File: src/rtl/serial_sum_deser.sv
// Deserialises an LSB-first data/carry/parity bit stream into one frame word with parity check.
// Output rises the cycle after the parity bit is accepted; s_ready drops while a frame waits in HOLD.
module serial_sum_deser #(
    parameter int WIDTH = 8
) (
    input  logic             clk,
    input  logic             rst_n,
    input  logic             s_valid,
    input  logic             s_bit,
    input  logic             s_start,
    output logic             s_ready,
    output logic             m_valid,
    input  logic             m_ready,
    output logic [WIDTH-1:0] m_sum,
    output logic             m_cout,
    output logic             m_par_err,
    output logic             m_resync
);

    localparam int CW = $clog2(WIDTH) + 1;
    localparam logic [CW-1:0] LAST_IDX = CW'(WIDTH - 1);

    typedef enum logic [2:0] {IDLE, DATA, CARRY, PAR, HOLD} state_t;

    state_t           r_state;
    state_t           w_next;
    logic [CW-1:0]    r_cnt;
    logic [WIDTH-1:0] r_sum;
    logic             r_cout;
    logic             r_par_err;
    logic             r_resync;
    logic             w_acc;
    logic             w_restart;
    logic [WIDTH-1:0] w_bit0;

    assign w_acc     = s_valid & s_ready;
    assign w_restart = w_acc & s_start &
                       ((r_state == DATA) | (r_state == CARRY) | (r_state == PAR));
    assign w_bit0    = {{(WIDTH-1){1'b0}}, s_bit};

    always_ff @(posedge clk or negedge rst_n) begin
        if (!rst_n) begin
            r_state <= IDLE;
        end else begin
            r_state <= w_next;
        end
    end

    always_comb begin
        w_next  = r_state;
        s_ready = 1'b1;
        m_valid = 1'b0;
        case (r_state)
            IDLE: begin
                if (w_acc && s_start) w_next = DATA;
            end
            DATA: begin
                if (w_acc && !s_start && (r_cnt == LAST_IDX)) w_next = CARRY;
            end
            CARRY: begin
                if (w_acc) w_next = s_start ? DATA : PAR;
            end
            PAR: begin
                if (w_acc) w_next = s_start ? DATA : HOLD;
            end
            HOLD: begin
                s_ready = 1'b0;
                m_valid = 1'b1;
                if (m_ready) w_next = IDLE;
            end
            default: w_next = IDLE;
        endcase
    end

    // A start bit anywhere inside a frame throws away the partial word and begins again.
    always_ff @(posedge clk or negedge rst_n) begin
        if (!rst_n) begin
            r_cnt     <= '0;
            r_sum     <= '0;
            r_cout    <= 1'b0;
            r_par_err <= 1'b0;
            r_resync  <= 1'b0;
        end else if (w_restart) begin
            r_sum    <= w_bit0;
            r_cnt    <= CW'(1);
            r_resync <= 1'b1;
        end else begin
            case (r_state)
                IDLE: begin
                    if (w_acc && s_start) begin
                        r_sum <= w_bit0;
                        r_cnt <= CW'(1);
                    end
                end
                DATA: begin
                    if (w_acc) begin
                        r_sum <= r_sum | (w_bit0 << r_cnt);
                        r_cnt <= r_cnt + 1'b1;
                    end
                end
                CARRY: begin
                    if (w_acc) r_cout <= s_bit;
                end
                PAR: begin
                    if (w_acc) r_par_err <= ^{r_sum, r_cout, s_bit};
                end
                HOLD: begin
                    if (m_ready) r_resync <= 1'b0;
                end
                default: ;
            endcase
        end
    end

    assign m_sum     = r_sum;
    assign m_cout    = r_cout;
    assign m_par_err = r_par_err;
    assign m_resync  = r_resync & (r_state == HOLD);

endmodule

File: config.mk
export PLATFORM = sky130hd
export DESIGN_NAME = serial_sum_deser
export DESIGN_NICKNAME = d
export VERILOG_FILES = /design/src/rtl/serial_sum_deser.sv
export SDC_FILE = /design/constraint.sdc
export NUM_CORES = 1
export LEC_CHECK = 0
export BUFFER_PORTS_ARGS = -buffer_cell sky130_fd_sc_hd__buf_2
export CORE_MARGIN = 2
export CORE_UTILIZATION = 40
export DETAILED_ROUTE_END_ITERATION = 7
export GPL_ROUTABILITY_DRIVEN = 0
export HOLD_SLACK_MARGIN = 0.03
export SYNTH_ARGS = -nofsm -noshare
export SYNTH_HDL_FRONTEND = slang
export SYNTH_SLANG_ARGS = --single-unit
File: constraint.sdc
create_clock -name clk -period 1.31 [get_ports clk]
set_input_delay 0.0655 -clock clk [delete_from_list [all_inputs] [get_ports clk]]
set_output_delay 0.0655 -clock clk [all_outputs]
set_load 0.03 [all_outputs]
[Yosys cells after proc, flatten, opt, wreduce, memory -nomap -nowiden]
Index checks and enable logic that the tools add are counted.
Storage, ports and cells
  flip-flop bits (word level): 18
  output and inout bits: 13
Cells by class
  $add $sub $neg: 1
  equal/unequal tests: 12
  shift-type cells: 1
  multiplexer cells: 21
  bitwise operators: 8
  reduce and logical (&&, ||, !) cells: 14
Operator list (number)
  $mux W8: 3
  $mux W3: 6
  $pmux W8 S2: 1
  $pmux W3 S5: 1
  $mux W4: 3
  $reduce_xor A10 Y1: 1
  $reduce_and A3 Y1: 3
  $ne A2 B2 Y1 const B: 4
  $or A8 B8 Y8: 1
  $pmux W4 S2: 1
  $shl A1 B4 Y8: 1
  $eq A3 B2 Y1 const B: 2
  $ne A3 B3 Y1 const B: 2
  $mux W1: 5
  $reduce_and A5 Y1: 1
  $add A4 B1 Y4 const B: 1
  $and A1 B1 Y1: 4
  $eq A4 B3 Y1 const B: 1
  $reduce_bool A2 Y1: 2
  $eq A3 B1 Y1 const B: 1
  $eq A3 B3 Y1 const B: 1
  $logic_and A1 B1 Y1: 3
  $logic_not A3 Y1: 1
  $reduce_bool A3 Y1: 1
  other kinds (6): 7

[Depth between registers and ports, before layout]
  word-level depth: 7
  gate-level depth with buffers: 5
  mapped depth without buffers: 5

[Least setup slack after synthesis]
Ideal clock, no wire load.
  kind: register -> register
  from: reg r_sum[3] (netlist: m_sum[3])
  to: reg r_par_err (netlist: m_par_err)
  data arrival time: 1.476 ns
  data required time: 1.185 ns
  setup slack: -0.291 ns
  cell stages (with the launch flop): 5
  clock period less this slack: 1.601 ns
  path through: dfrtp_1 > xnor2_1 > xnor3_2 > xnor2_1 > mux2_2
Between the ends
  longest elaborated chain between the ends: 1
Ends and longest elaborated chain
  start: declaration: RTL line 28  | logic [WIDTH-1:0] r_sum;
  start signal: assignment: RTL line 84  | r_sum <= w_bit0;
  start signal: assignment: RTL line 91  | r_sum <= w_bit0;
  start signal: assignment: RTL line 97  | r_sum <= r_sum | (w_bit0 << r_cnt);
  $reduce_xor A10 Y1: RTL line 105  | if (w_acc) r_par_err <= ^{r_sum, r_cout, s_bit};
  end signal: assignment: RTL line 105
  end: declaration: RTL line 30  | logic r_par_err;
Every way passes these cells.
A chain may end at the register's enable or synchronous reset.

[Final worst setup path]
  from: reg r_sum[0] (netlist: m_sum[0])
  to: reg r_par_err (netlist: m_par_err)
The elaborated chain is that of the path after synthesis.

==> parameters.txt <==
Parameter                              Value

Run status
  Status    finished, violations left
  Failing checks    negative setup slack

Setup path
  Startpoint of the worst-slack reg-to-reg timing path    m_sum[0]$_DFFE_PN0P_
  Critical path fanouts, max    2
  Critical path startpoint category    flip-flop
  Kind of end point of the critical path    flip-flop
  R2r setup slk    -200 ps
  Worst setup path class    flip-flop to flip-flop
  Worst endpoint required time    about 1500 ps
  Worst reg2reg endpoint    m_par_err$_DFFE_PN0P_
  Critical path launch point    m_sum[0]$_DFFE_PN0P_
  Worst-case reg-to-reg path depth    4
  Worst EP arrival    1690 ps

Final layout
  Post-Layout Cell Count    168
  Net count of the finished layout    148
  Synth-to-layout area growth    48.4%
  Final antenna diode count    0
  Share of post-route cells with drive strength above 1    54.3%

Clock network
  H-tree Lvls    1
  Max clock buf depth    2
  TritonCTS clock tree    yes
  Buffer cell driving the clock tree root    sky130_fd_sc_hd__clkbuf_4
  CTS sink cnt    18
  Clock latency on the worst-skew pair    300 ps
  Clock transition at path regs    roughly 100 ps
  CTS Buf Count    3

Timing
  RSZ-0062 raised after global routing    true
  Worst Tran Pin Value    422 ps
  Highest clock frequency the design can meet    664 MHz
  Max_slew headroom    roughly 72%
  Final Hold Vio Count    0
  Skew final    roughly 7 ps
  Final setup fails    9
  Minimum period implied by the final worst setup slack    1510 ps
  Pins over their slew limit    0
  Slack of the critical path    -195 ps
  Period Utilization, post-route    115%

Floorplan
  Initial standard-cell utilization of the core    a little over two fifths
  Die Span X    53.1 µm
  I/O pin cnt    19
  Area of the core region    between 2000 and 2500 µm²
  Vertical die dimension    53.1 µm
  Placement row count    17
  Area of the die    approximately 2800 µm²

Synth
  Post-synthesis instance area    approximately 970 µm²
  Synth Register Bits    18
  Synth top area share    between 40% and 50%
  Post-synthesis cell count    97
  Flip-flop cell with the highest count after synthesis    sky130_fd_sc_hd__dfrtp_1
  Most instantiated library cell after synthesis    sky130_fd_sc_hd__dfrtp_1
  YS warnings    0
  Cell accounting for the most synthesized area    sky130_fd_sc_hd__dfrtp_1
  Proportion of synthesized chip area in sequential cells    46.6%
  Proportion of synthesized flip-flops having asynchronous set or reset    between 90% and 100%
  Total nets after synthesis    104
  Number of synthesized flops with an enable pin    0
  Top cells by instance count after synthesis    sky130_fd_sc_hd__dfrtp_1 (18), sky130_fd_sc_hd__nand2_1 (14), sky130_fd_sc_hd__nor2_1 (8), sky130_fd_sc_hd__xnor2_1 (8), sky130_fd_sc_hd__o21a_1 (6)
  Synth Area per Inst    roughly 10 µm²
  Post-synth cell types    32
  Most area-consuming cells after synthesis    sky130_fd_sc_hd__dfrtp_1 (47%), sky130_fd_sc_hd__xnor2_1 (7.3%), sky130_fd_sc_hd__nand2_1 (5.4%)

GRT
  Pin count of the biggest net entering global routing    19
  Number of global-route vias before repair    approximately 840
  Total routing usage reported by global routing    approximately 20%
  Total grt overflow    0
  First-pass GRT wire length    3.89 mm
  Number of antenna violations at the first check in global routing    0

Pwr
  Worst IR drop on VDD    about 0.0012 V
  Leak Pwr    0.655 nW
  Power after layout    roughly 2.4 mW
  Power per cell area    approximately 1700 nW/µm²

Worst hold path
  Hold Path Depth    3
  Path class of the lowest-slack min-delay path    primary input to flip-flop
  Min-Delay Endpoint    m_sum[0]$_DFFE_PN0P_
  Hold Path Origin    s_bit

Placed design
  Detailed Place HPWL    between 1.5 and 2 mm
  I/O Buffers    18
  Total placed cells including tap cells    around 160

Detailed routing
  Detailed router's first-iteration violation count    8
  Number of iterations in the first detailed-routing pass    4
  Remaining antenna violation count after routing    0
  Drt via density    between 5 and 6
  Total number of vias    ~900
  Final routed wire length divided by cell count    about 14 µm
  Total routed wirelength    2.39 mm
  DRC Markers    0

Flow run
  Max Cap Violations    0
-- final cells by class --
type | count | area (µm²)
Multi-Input combinational cell | 76 | 599
Tap cell | 28 | 35.0
Fill cell | 205 | 821
Sequential cell | 18 | 462
Clock buffer | 4 | 36.3
Inverter | 2 | 7.51
Timing Repair Buffer | 40 | 294
-- flip-flops by register name, summed over array words and instances, names as in the netlist --
signal / flops
r_resync: 1
m_cout: 1
r_state: 3
m_sum: 8
r_cnt: 4
m_par_err: 1
-- worst max-delay path by stage --
stage / to / cells after the start
floorplan: m_par_err$_DFFE_PN0P_ / 4
global placement: m_par_err$_DFFE_PN0P_ / 4
detailed placement: m_par_err$_DFFE_PN0P_ / 4
CTS: m_par_err$_DFFE_PN0P_ / 4
global route: m_par_err$_DFFE_PN0P_ / 4
finish: m_par_err$_DFFE_PN0P_ / 4
-- worst max-delay path, cell delays in order, from the launching register on --
cell and delay, ps:
sky130_fd_sc_hd__dfrtp_2 430, sky130_fd_sc_hd__xnor2_2 150, sky130_fd_sc_hd__xnor3_2 430, sky130_fd_sc_hd__xnor2_1 130
sky130_fd_sc_hd__mux2_2 260
-- kinds of logic after synthesis --
family | synth area share [%]
buffers and inverters | 1.17
adder cells (fa/ha/maj) | 1.30
AO/OA/AOI/OAI | 13.3
multiplexers | 2.33
XOR/XNOR | 10.6
AND/OR/NAND/NOR | 24.6
flip-flops | 46.6
-- cell usage in the layout, fill, tap and decap left out, types with 3 or more instances in the layout --
| cell type | synthesis | final |
|---|---|---|
| sky130_fd_sc_hd__buf_4 | 0 | 16 |
| sky130_fd_sc_hd__buf_2 | 0 | 15 |
| sky130_fd_sc_hd__nand2_1 | 14 | 13 |
| sky130_fd_sc_hd__dfrtp_2 | 0 | 9 |
| sky130_fd_sc_hd__dfrtp_1 | 18 | 9 |
| sky130_fd_sc_hd__buf_6 | 0 | 7 |
| sky130_fd_sc_hd__nor2_1 | 8 | 6 |
| sky130_fd_sc_hd__o21a_1 | 6 | 6 |
| sky130_fd_sc_hd__xnor2_1 | 8 | 5 |
| sky130_fd_sc_hd__nand3_1 | 4 | 4 |
| sky130_fd_sc_hd__a21oi_2 | 0 | 3 |
| sky130_fd_sc_hd__xnor2_2 | 0 | 3 |
| sky130_fd_sc_hd__clkbuf_4 | 0 | 3 |
-- per-layer routing --
metal  routed length [µm]  track usage (%)
met1                 1070             25.7
met2                 1210             31.7
met3                   95             5.93
met4                   17             5.13
met5                    0                0
-- where the power goes --
| group | internal [mW] | leakage, nW | total, mW | switching, mW |
|---|---|---|---|---|
| clock network | 0.169 | 0.0210 | 0.344 | 0.175 |
| logic | 0.614 | 0.414 | 1.19 | 0.579 |
| registers | 0.700 | 0.219 | 0.865 | 0.165 |
-- metrics by stage --
step / hold WS [ps] / worst slack [ps] / area [µm²] / setup TNS [ps] / util, %
6_report: 84.4 / -195 / 1430 / -440 / 63.6
3_3_place_gp: 15.6 / -161 / 1210 / -191 / 53.9
3_5_place_dp: 26.9 / -216 / 1210 / -281 / 53.9
5_1_grt: 78.7 / -247 / 1430 / -1050 / 63.6
4_1_cts: 56.4 / -201 / 1340 / -283 / 59.5
2_1_floorplan: -230 / -243 / 973 / -243 / -
-- what timing repair did --
item                                   CTS  global route
setup buffers                            3             1
endpoints found under the hold margin   19             0
resized for setup                       13            24
setup endpoints to repair                6            18
pin swaps                                3             7
hold buffers                             2             0
No activity file was read; power rests on OpenSTA's default activity.
